[src/rtl/moving_avg_filter_if.sv]
// Stream bundle for the boxcar filter: sample input handshake, averaged output
// handshake and the primed status flag.
interface moving_avg_filter_if #(
  parameter int DATA_W    = 12,
  parameter int LOG2_TAPS = 3
);
  logic                                in_valid;
  logic                                in_ready;
  logic signed [DATA_W-1:0]            in_data;
  logic                                out_valid;
  logic                                out_ready;
  logic signed [DATA_W-1:0]            out_data;
  logic signed [DATA_W+LOG2_TAPS-1:0]  out_sum;
  logic                                primed;

  modport master (
    output in_valid, in_data, out_ready,
    input  in_ready, out_valid, out_data, out_sum, primed
  );

  modport slave (
    input  in_valid, in_data, out_ready,
    output in_ready, out_valid, out_data, out_sum, primed
  );
endinterface

[src/rtl/moving_avg_filter.sv]
// Streaming boxcar filter: running sum over the last 2^LOG2_TAPS signed samples,
// one registered average per accepted input, valid/ready on both sides.
module moving_avg_filter #(
  parameter int DATA_W    = 12,
  parameter int LOG2_TAPS = 3
) (
  input  logic                 clk,
  input  logic                 rst_n,
  input  logic                 clear,
  moving_avg_filter_if.slave   bus
);
  localparam int TAPS  = 1 << LOG2_TAPS;
  localparam int SUM_W = DATA_W + LOG2_TAPS;

  localparam logic [0:0] ST_FILL = 1'b0;
  localparam logic [0:0] ST_RUN  = 1'b1;

  logic signed [DATA_W-1:0] window_q [TAPS];
  logic [LOG2_TAPS-1:0]     wptr_q;
  logic [LOG2_TAPS-1:0]     count_q;
  logic signed [SUM_W-1:0]  sum_q;
  logic signed [SUM_W-1:0]  sum_d;
  logic [0:0]               state_q;
  logic [0:0]               state_d;
  logic                     out_valid_q;
  logic signed [DATA_W-1:0] out_data_q;
  logic signed [SUM_W-1:0]  out_sum_q;
  logic                     accept;

  // Single output register: it may be refilled in the same cycle it drains.
  assign bus.in_ready  = !clear && (!out_valid_q || bus.out_ready);
  assign accept        = bus.in_valid && bus.in_ready;

  assign sum_d = sum_q + SUM_W'($signed(bus.in_data)) - SUM_W'($signed(window_q[wptr_q]));

  assign bus.out_valid = out_valid_q;
  assign bus.out_data  = out_data_q;
  assign bus.out_sum   = out_sum_q;
  assign bus.primed    = (state_q == ST_RUN);

  always_comb begin
    state_d = state_q;
    if (state_q == ST_FILL && accept && count_q == LOG2_TAPS'(TAPS - 1))
      state_d = ST_RUN;
  end

  genvar gi;
  generate
    for (gi = 0; gi < TAPS; gi++) begin : g_window
      always_ff @(posedge clk or negedge rst_n) begin
        if (!rst_n)
          window_q[gi] <= '0;
        else if (clear)
          window_q[gi] <= '0;
        else if (accept && wptr_q == LOG2_TAPS'(gi))
          window_q[gi] <= bus.in_data;
      end
    end
  endgenerate

  always_ff @(posedge clk or negedge rst_n) begin
    if (!rst_n) begin
      wptr_q      <= '0;
      count_q     <= '0;
      sum_q       <= '0;
      state_q     <= ST_FILL;
      out_valid_q <= 1'b0;
      out_data_q  <= '0;
      out_sum_q   <= '0;
    end else if (clear) begin
      wptr_q      <= '0;
      count_q     <= '0;
      sum_q       <= '0;
      state_q     <= ST_FILL;
      out_valid_q <= 1'b0;
      out_data_q  <= '0;
      out_sum_q   <= '0;
    end else begin
      state_q <= state_d;
      if (accept) begin
        wptr_q      <= wptr_q + LOG2_TAPS'(1);
        sum_q       <= sum_d;
        out_sum_q   <= sum_d;
        // Dropping the low bits of a two's complement sum is a floor division.
        out_data_q  <= sum_d[SUM_W-1:LOG2_TAPS];
        out_valid_q <= 1'b1;
        if (state_q == ST_FILL)
          count_q <= count_q + LOG2_TAPS'(1);
      end else if (bus.out_ready) begin
        out_valid_q <= 1'b0;
      end
    end
  end
endmodule
[src/flat_wrapper.sv]
// flat-port wrapper written by rule: the top's interface ports become plain ports
module moving_avg_filter_flat 
#(
  parameter int DATA_W    = 12,
  parameter int LOG2_TAPS = 3
)
  (clk, rst_n, clear, bus_in_valid, bus_in_data, bus_out_ready, bus_in_ready, bus_out_valid, bus_out_data, bus_out_sum, bus_primed);
  moving_avg_filter_if #(.DATA_W(DATA_W), .LOG2_TAPS(LOG2_TAPS)) bus_i ();
  input  logic clk;
  input  logic rst_n;
  input  logic clear;
  input wire logic [$bits(bus_i.in_valid)-1:0] bus_in_valid;
  input wire logic [$bits(bus_i.in_data)-1:0] bus_in_data;
  input wire logic [$bits(bus_i.out_ready)-1:0] bus_out_ready;
  output wire logic [$bits(bus_i.in_ready)-1:0] bus_in_ready;
  output wire logic [$bits(bus_i.out_valid)-1:0] bus_out_valid;
  output wire logic [$bits(bus_i.out_data)-1:0] bus_out_data;
  output wire logic [$bits(bus_i.out_sum)-1:0] bus_out_sum;
  output wire logic [$bits(bus_i.primed)-1:0] bus_primed;
  assign bus_i.in_valid = bus_in_valid;
  assign bus_i.in_data = bus_in_data;
  assign bus_i.out_ready = bus_out_ready;
  assign bus_in_ready = bus_i.in_ready;
  assign bus_out_valid = bus_i.out_valid;
  assign bus_out_data = bus_i.out_data;
  assign bus_out_sum = bus_i.out_sum;
  assign bus_primed = bus_i.primed;
  moving_avg_filter #(.DATA_W(DATA_W), .LOG2_TAPS(LOG2_TAPS)) u_core (.clk(clk), .rst_n(rst_n), .clear(clear), .bus(bus_i));
endmodule
[config.mk]
export PLATFORM = sky130hd
export DESIGN_NAME = moving_avg_filter_flat
export DESIGN_NICKNAME = d
export VERILOG_FILES = /design/src/rtl/moving_avg_filter_if.sv /design/src/rtl/moving_avg_filter.sv /design/src/flat_wrapper.sv
export SDC_FILE = /design/constraint.sdc
export NUM_CORES = 1
export LEC_CHECK = 0
export ABC_AREA = 1
export BUFFER_PORTS_ARGS = -buffer_cell sky130_fd_sc_hd__buf_4
export CAP_MARGIN = 25
export CORE_MARGIN = 2
export CORE_UTILIZATION = 40
export DETAILED_ROUTE_END_ITERATION = 7
export SYNTH_ARGS = -nofsm -noshare
export SYNTH_HDL_FRONTEND = slang
export SYNTH_SLANG_ARGS = --single-unit
[constraint.sdc]
create_clock -name clk -period 4.8 [get_ports clk]
set_input_delay 0.72 -clock clk [delete_from_list [all_inputs] [get_ports clk]]
set_output_delay 0.72 -clock clk [all_outputs]
set_load 0.02 [all_outputs]
==> results of run 1 <==
## registers in the layout (all words and copies together), names as in the netlist
signal                cells
u_core.window_q          96
u_core.bus.out_data      11
u_core.sum_q              4
u_core.count_q            3
u_core.wptr_q             3
u_core.bus.out_valid      1
u_core.bus.primed         1
## worst max-delay path: stages (launching register included)
cell	delay, ps
dfrtp_1	370
inv_1	340
buf_4	410
a21oi_1	110
o21ai_0	80
nand2_1	70
nand2_1	50
o21ai_0	310
fa_1	610
inv_1	40
ha_1	340
nand2_1	110
nor2_1	150
inv_1	60
nor2_1	80
nand2_1	70
nand2_1	70
nand2_1	40
nand3_1	60
nand2_1	50
## cell type report
cell class / instances / area share (%)
tap: 225 / 3.56
clock buffer: 20 / 5.77
clock inverter: 11 / 1.04
sequential: 119 / 37.6
timing repair buffer: 56 / 5.31
multi-input combinational: 614 / 39.6
inverter: 150 / 7.11
## placed cells by master, fill, tap and decap left out, types with 2 or more instances in the layout
master,n
o21ai_1,2
nand4_1,2
inv_1,148
o21ai_0,109
a31oi_1,11
fa_1,14
nand3_1,72
o22ai_1,3
nand2_2,3
ha_1,24
nand2_1,264
clkbuf_8,2
nand3b_1,2
nor2_1,43
clkbuf_16,17
dfrtp_1,119
clkinv_2,9
buf_4,56
clkinv_1,2
a21oi_1,60
## power by group through the flow
stage	clock, uW	combinational, uW	sequential [uW]
detailed placement	0	1800	1230
global route	1250	2100	1230
CTS	1200	1810	1220
global placement	0	1790	1230
finish	1180	1800	1220
floorplan	0	1300	1280
## cells by family after synthesis
| family | Yosys count |
|---|---|
| and+or+nand+nor | 390 |
| xor gates and xnor gates | 1 |
| AOI/OAI and AO/OA | 185 |
| buffers and inverters | 206 |
| DFF | 119 |
| adders and majority gates | 38 |
## per-stage QoR
step / cell area [sq um] / hold slack, ps / utilization (%)
after detailed placement: 7380 / 489 / 43.0
final: 7920 / 380 / 46.1
after global placement: 7380 / 485 / 43.0
after CTS: 7920 / 409 / 46.1
after floorplan: 6980 / 424 / -
after global routing: 7920 / 444 / 46.1
## worst min-delay path by stage
stage,cells past startpoint,slack [ps],endpoint,from
2_1_floorplan,0,420,u_core.bus.out_data[0],rst_n
3_3_place_gp,2,480,u_core.window_q[36],u_core.window_q[36]
3_5_place_dp,2,490,u_core.window_q[95],u_core.window_q[95]
4_1_cts,1,410,u_core.window_q[24],rst_n
5_1_grt,1,440,u_core.window_q[41],rst_n
6_report,1,380,u_core.window_q[24],rst_n
## per-layer routing
metal,vias up,global-route usage [%],wire length (microns)
met5,-,0,0
met2,156,31.8,8200
met1,2776,29.7,8700
li1,2981,-,-
met3,26,5.07,881
met4,0,7.23,312
==> qor.txt, run 1 <==
Status -> finished, final reports clean
Mapped Area -> 6980 sq um
Largest family of logic cells by synthesized area -> simple AND/OR/NAND/NOR gates
Seq cells post-synth -> 119
Site row count -> 48
Dominant synthesized flop cell -> dfrtp_1
Reg clk slew, reported paths -> 60 ps
Placed Cells -> 1164
Die height -> 136 microns
Post-CTS sizing -> 0
Data arrival, critical path -> 3860 ps
Pre-antenna DRT Iters -> 5
Post-CTS Setup Repair Bufs -> 0
Hpwl dp -> 12.3 mm
Top cells by area, synth -> dfrtp_1 (43%), nand2_1 (14%), inv_1 (8.0%)
Number of synthesized flops with an enable pin -> 0
Clk_lat worst skew -> 420 ps
Syn Nets -> 994
CTS tree -> built
Initial core utilization -> 40.6%
Mapped Cells -> 939
Area leader, netlist -> dfrtp_1
Reg2Reg Setup Slack -> 1250 ps
Via count -> 5939
Synth cell types -> 26
Worst Setup Path Type -> flop to flop
# H-tree levels -> 4
Lkg Pwr -> 0.00417 uW
Post-CTS Hold Fix Bufs -> 0
Gate power share -> 42.9%
Startpoint type of the worst setup path -> flop
Drc violations -> 0
Clock power share -> 28.1%
Final ANT Viol Nets -> 0
First DRT Iteration DRCs -> 425
R2R depth -> 19
Post-route clock period utilization -> 73.9%
Ant. Diodes -> 0
Internal power -> 2500 uW
Max cap viols -> 0
Non-Filler Instances -> 1195
Area growth syn-to-layout -> 13.4%
Top post-synthesis cells by count -> nand2_1 (264), inv_1 (149), dfrtp_1 (119)
Setup tns final -> 0 ps
Adder-cell share of the synthesized area -> 8.32%
Register area -> 2980 sq um
Mux share of post-synthesis cell area -> 0%
Fmax -> 282 MHz
Port Buffers -> 46
Core Region -> 17200 sq um
Crit path to -> u_core.sum_q[14]
First-pass GRT wire length -> 30.2 mm
Root buffer cell -> clkbuf_16
Vias in the first global route -> 5812
Slew of the pin with the lowest slew margin -> 840 ps
Final setup violation count -> 0
Share of cells above drive strength 1 -> 9.59%
Sw frac -> 40.4%
Fillers -> 1753
Routed WL per cell -> 15.1 microns
Peak supply drop -> 276 uV
Post-Synth XOR/XNOR Area -> 0.125%
CP startpoint -> u_core.wptr_q[0]
Seq/Total Area, Yosys -> 42.7%
P_sw -> 1700 uW
Slew Limit Fails -> 0
Total power -> 4200 uW
Crit. End Element -> flop
RePlAce Congestion -> 0.808
Initial antenna violation count -> 0
Critical-path maximum fanout -> 33
Pre-CTS WS -> 1270 ps
Hold Violations, Final -> 0
Hold WC Path Type -> primary input to async pin
Overflow after GRT -> 0
Rel. slew slack -> 43.4%
Post-synth top area share -> 42.7%
Simple-gate area share of the yosys netlist -> 23.0%
FF-to-FF Start -> u_core.wptr_q[0]
Die ar. -> 18500 sq um
Yosys warns -> 0
Req. time, crit path -> 5110 ps
Gr usage total -> 21.1%
Sequential power share -> 29.0%
Area of the multi-input gates -> 3140 sq um
Vias/cell -> 4.97
Clk_skew -> 11.8 ps
CTS Buf Count -> 17
Fin crit period -> 3550 ps
Detailed Route WL -> 18.1 mm
I/O Pins -> 47
PD cells -> 530 nW/um^2
Avg Cell Area, Syn -> 7.44 sq um
Clock sinks -> 119
Leading cell type by number of instances after synthesis -> nand2_1
Ys async rst share -> 100%
# nets final -> 1013
Largest net degree at the start of global routing -> 60
Clock buffer depth -> 2
RSZ-0062 raised after global routing -> no
Final worst slack -> 1250 ps
R2R Path End -> u_core.sum_q[14]
Synth Area in Compound Gates -> 13.5%
Die Width -> 136 microns
No activity file was read; power rests on OpenSTA's default activity.
==> run 2: changes to the inputs <==
ABC_AREA = 0   (was 1)
clock period = 3.3 ns   (was 4.8 ns; I/O delays follow)
==> qor.txt, run 2 <==
Status -> complete, but fails checks
Failing checks -> setup timing
Mapped Cells -> 769
Slew of the pin with the lowest slew margin -> 884 ps
Detailed Route WL -> 19.3 mm
Clk_skew -> 7.77 ps
Site row count -> 47
Die height -> 135 microns
# nets final -> 881
Fmax -> 281 MHz
Root buffer cell -> clkbuf_16
Mapped Area -> 6870 sq um
Syn Nets -> 824
Avg Cell Area, Syn -> 8.94 sq um
Pre-antenna DRT Iters -> 5
Dominant synthesized flop cell -> dfrtp_1
Port Buffers -> 46
Clk_lat worst skew -> 420 ps
Total power -> 6090 uW
# H-tree levels -> 4
Fin crit period -> 3560 ps
Hold WC Path Type -> primary input to async pin
Routed WL per cell -> 18.2 microns
First DRT Iteration DRCs -> 397
CTS tree -> built
Reg clk slew, reported paths -> 60 ps
Seq/Total Area, Yosys -> 43.3%
Req. time, crit path -> 3610 ps
Final ANT Viol Nets -> 0
Synth cell types -> 50
Largest net degree at the start of global routing -> 80
Reg2Reg Setup Slack -> -260 ps
Setup tns final -> -663 ps
Fillers -> 1538
Peak supply drop -> 463 uV
Biggest register -> u_core.window_q
Initial core utilization -> 41.1%
Data arrival, critical path -> 3870 ps
Die Width -> 135 microns
Die ar. -> 18200 sq um
Commonest non-fill, non-tap cell in the layout -> nand2_1
Startpoint type of the worst setup path -> flop
PD cells -> 715 nW/um^2
Final worst slack -> -261 ps
Leading cell type by number of instances after synthesis -> nand2_1
Rel. slew slack -> 41.1%
Hpwl dp -> 13.0 mm
Gr usage total -> 22.4%
Vias in the first global route -> 5710
Clock buffer depth -> 2
Worst Setup Path Type -> flop to flop
Post-synth top area share -> 43.3%
RSZ-0062 raised after global routing -> yes
Via count -> 5655
Overflow after GRT -> 0
Final setup violation count -> 7
Ys async rst share -> 100%
Max reg flops -> 96
Slew Limit Fails -> 0
Number of synthesized flops with an enable pin -> 0
Seq cells post-synth -> 119
RePlAce Congestion -> 0.888
Top post-synthesis cells by count -> nand2_1 (244), dfrtp_1 (119), a21oi_1 (91)
Most frequent cells in the layout -> nand2_1 (230), dfrtp_1 (118), buf_4 (97), a21oi_1 (86), inv_1 (58)
Area leader, netlist -> dfrtp_1
Drc violations -> 0
First-pass GRT wire length -> 31.0 mm
I/O Pins -> 47
Area growth syn-to-layout -> 23.9%
Yosys warns -> 0
Crit. End Element -> flop
Lkg Pwr -> 0.00384 uW
Vias/cell -> 5.34
Initial antenna violation count -> 0
Ant. Diodes -> 0
CTS Buf Count -> 17
Top cells by area, synth -> dfrtp_1 (43%), nand2_1 (13%), mux4_2 (7.9%)
Hold Violations, Final -> 0
Max cap viols -> 0
Share of cells above drive strength 1 -> 26.0%
Core Region -> 16700 sq um
Post-route clock period utilization -> 108%
Critical-path maximum fanout -> 7
Clock sinks -> 119
[run 2: changes by cell type after synthesis, moves of 5 or more]
cell,change
nor3_1,+5
a21oi_1,+31
nand3_1,-63
clkbuf_1,+17
nand2_1,-20
mux4_2,+24
a31oi_1,-11
nor2_1,-23
xnor2_1,+6
o21ai_0,-79
and2_1,+5
and3_1,+6
inv_1,-89
buf_2,-5
[run 2: worst paths after layout]
| kind | startpoint | end | depth (start not counted) |
|---|---|---|---|
| min | rst_n | u_core.window_q[9] | 1 |
| max | u_core.wptr_q[0] | u_core.sum_q[14] | 13 |
| max reg2reg | u_core.wptr_q[0] | u_core.sum_q[14] | 13 |
| min in group clk | bus_in_valid | u_core.bus.out_valid | 3 |
| max in group asynchronous | rst_n | u_core.window_q[51] | 2 |
| min reg2reg | u_core.window_q[55] | u_core.window_q[55] | 2 |
[run 2: metal layers]
| layer | vias up | global-route usage (%) | wire (microns) |
|---|---|---|---|
| met5 | - | 0 | 0 |
| met4 | 0 | 7.12 | 293 |
| met1 | 2827 | 30.0 | 8330 |
| met3 | 25 | 4.95 | 1040 |
| li1 | 2633 | - | - |
| met2 | 170 | 36.5 | 9650 |
[run 2: cell families after synthesis]
logic type | share of synthesized area, %
muxes | 8.41
adders and majority gates | 8.45
xor gates and xnor gates | 1.15
buffers and inverters | 8.21
AOI/OAI and AO/OA | 12.6
and+or+nand+nor | 17.9
DFF | 43.3
[run 2: area by class of cell]
class	instances	area [sq um]	share of cell area, %
clock buffer	20	447	5.24
clock inverter	12	151	1.78
inverter	60	225	2.64
multi-input combinational	524	3580	42.0
sequential	119	2980	35.0
tap	220	275	3.23
timing repair buffer	104	860	10.1
[run 2: critical path, cell delays in order (launching register included)]
cell and delay [ps]:
dfrtp_2 440, buf_12 160, mux4_2 510, nand2_2 80
nand2_2 70, fa_1 500, inv_2 50, fa_2 360
a21oi_4 160, o21ai_2 100, a21o_2 240, a211o_1 310
a21oi_2 180, mux2_4 310
[run 2: power breakdown]
group / total [uW] / switching [uW] / internal, uW
sequential: 1660 / 95.7 / 1570
combinational: 2540 / 1310 / 1230
clock: 1890 / 681 / 1200
total: 6090 / 2090 / 4000
[run 2: repair_timing]
item	in CTS	in global routing
hold buffers	0	0
gates cloned	1	0
setup endpoints to repair	8	12
pin swaps	12	18
endpoints found under the hold margin	0	0
setup buffers	6	4
resized for setup	19	39
[run 2: through the flow]
| stage | setup slack (ps) | hold slack, ps | util (%) | std cells | instance area (sq um) |
|---|---|---|---|---|---|
| global placement | -385 | 461 | 45.4 | 1019 | 7580 |
| global route | -355 | 45.5 | 51.0 | 1059 | 8520 |
| floorplan | -230 | 199 | - | 769 | 6920 |
| detailed placement | -432 | 471 | 45.4 | 1019 | 7580 |
| finish | -261 | 22.4 | 51.0 | 1059 | 8520 |
| CTS | -314 | 27.6 | 50.0 | 1057 | 8350 |
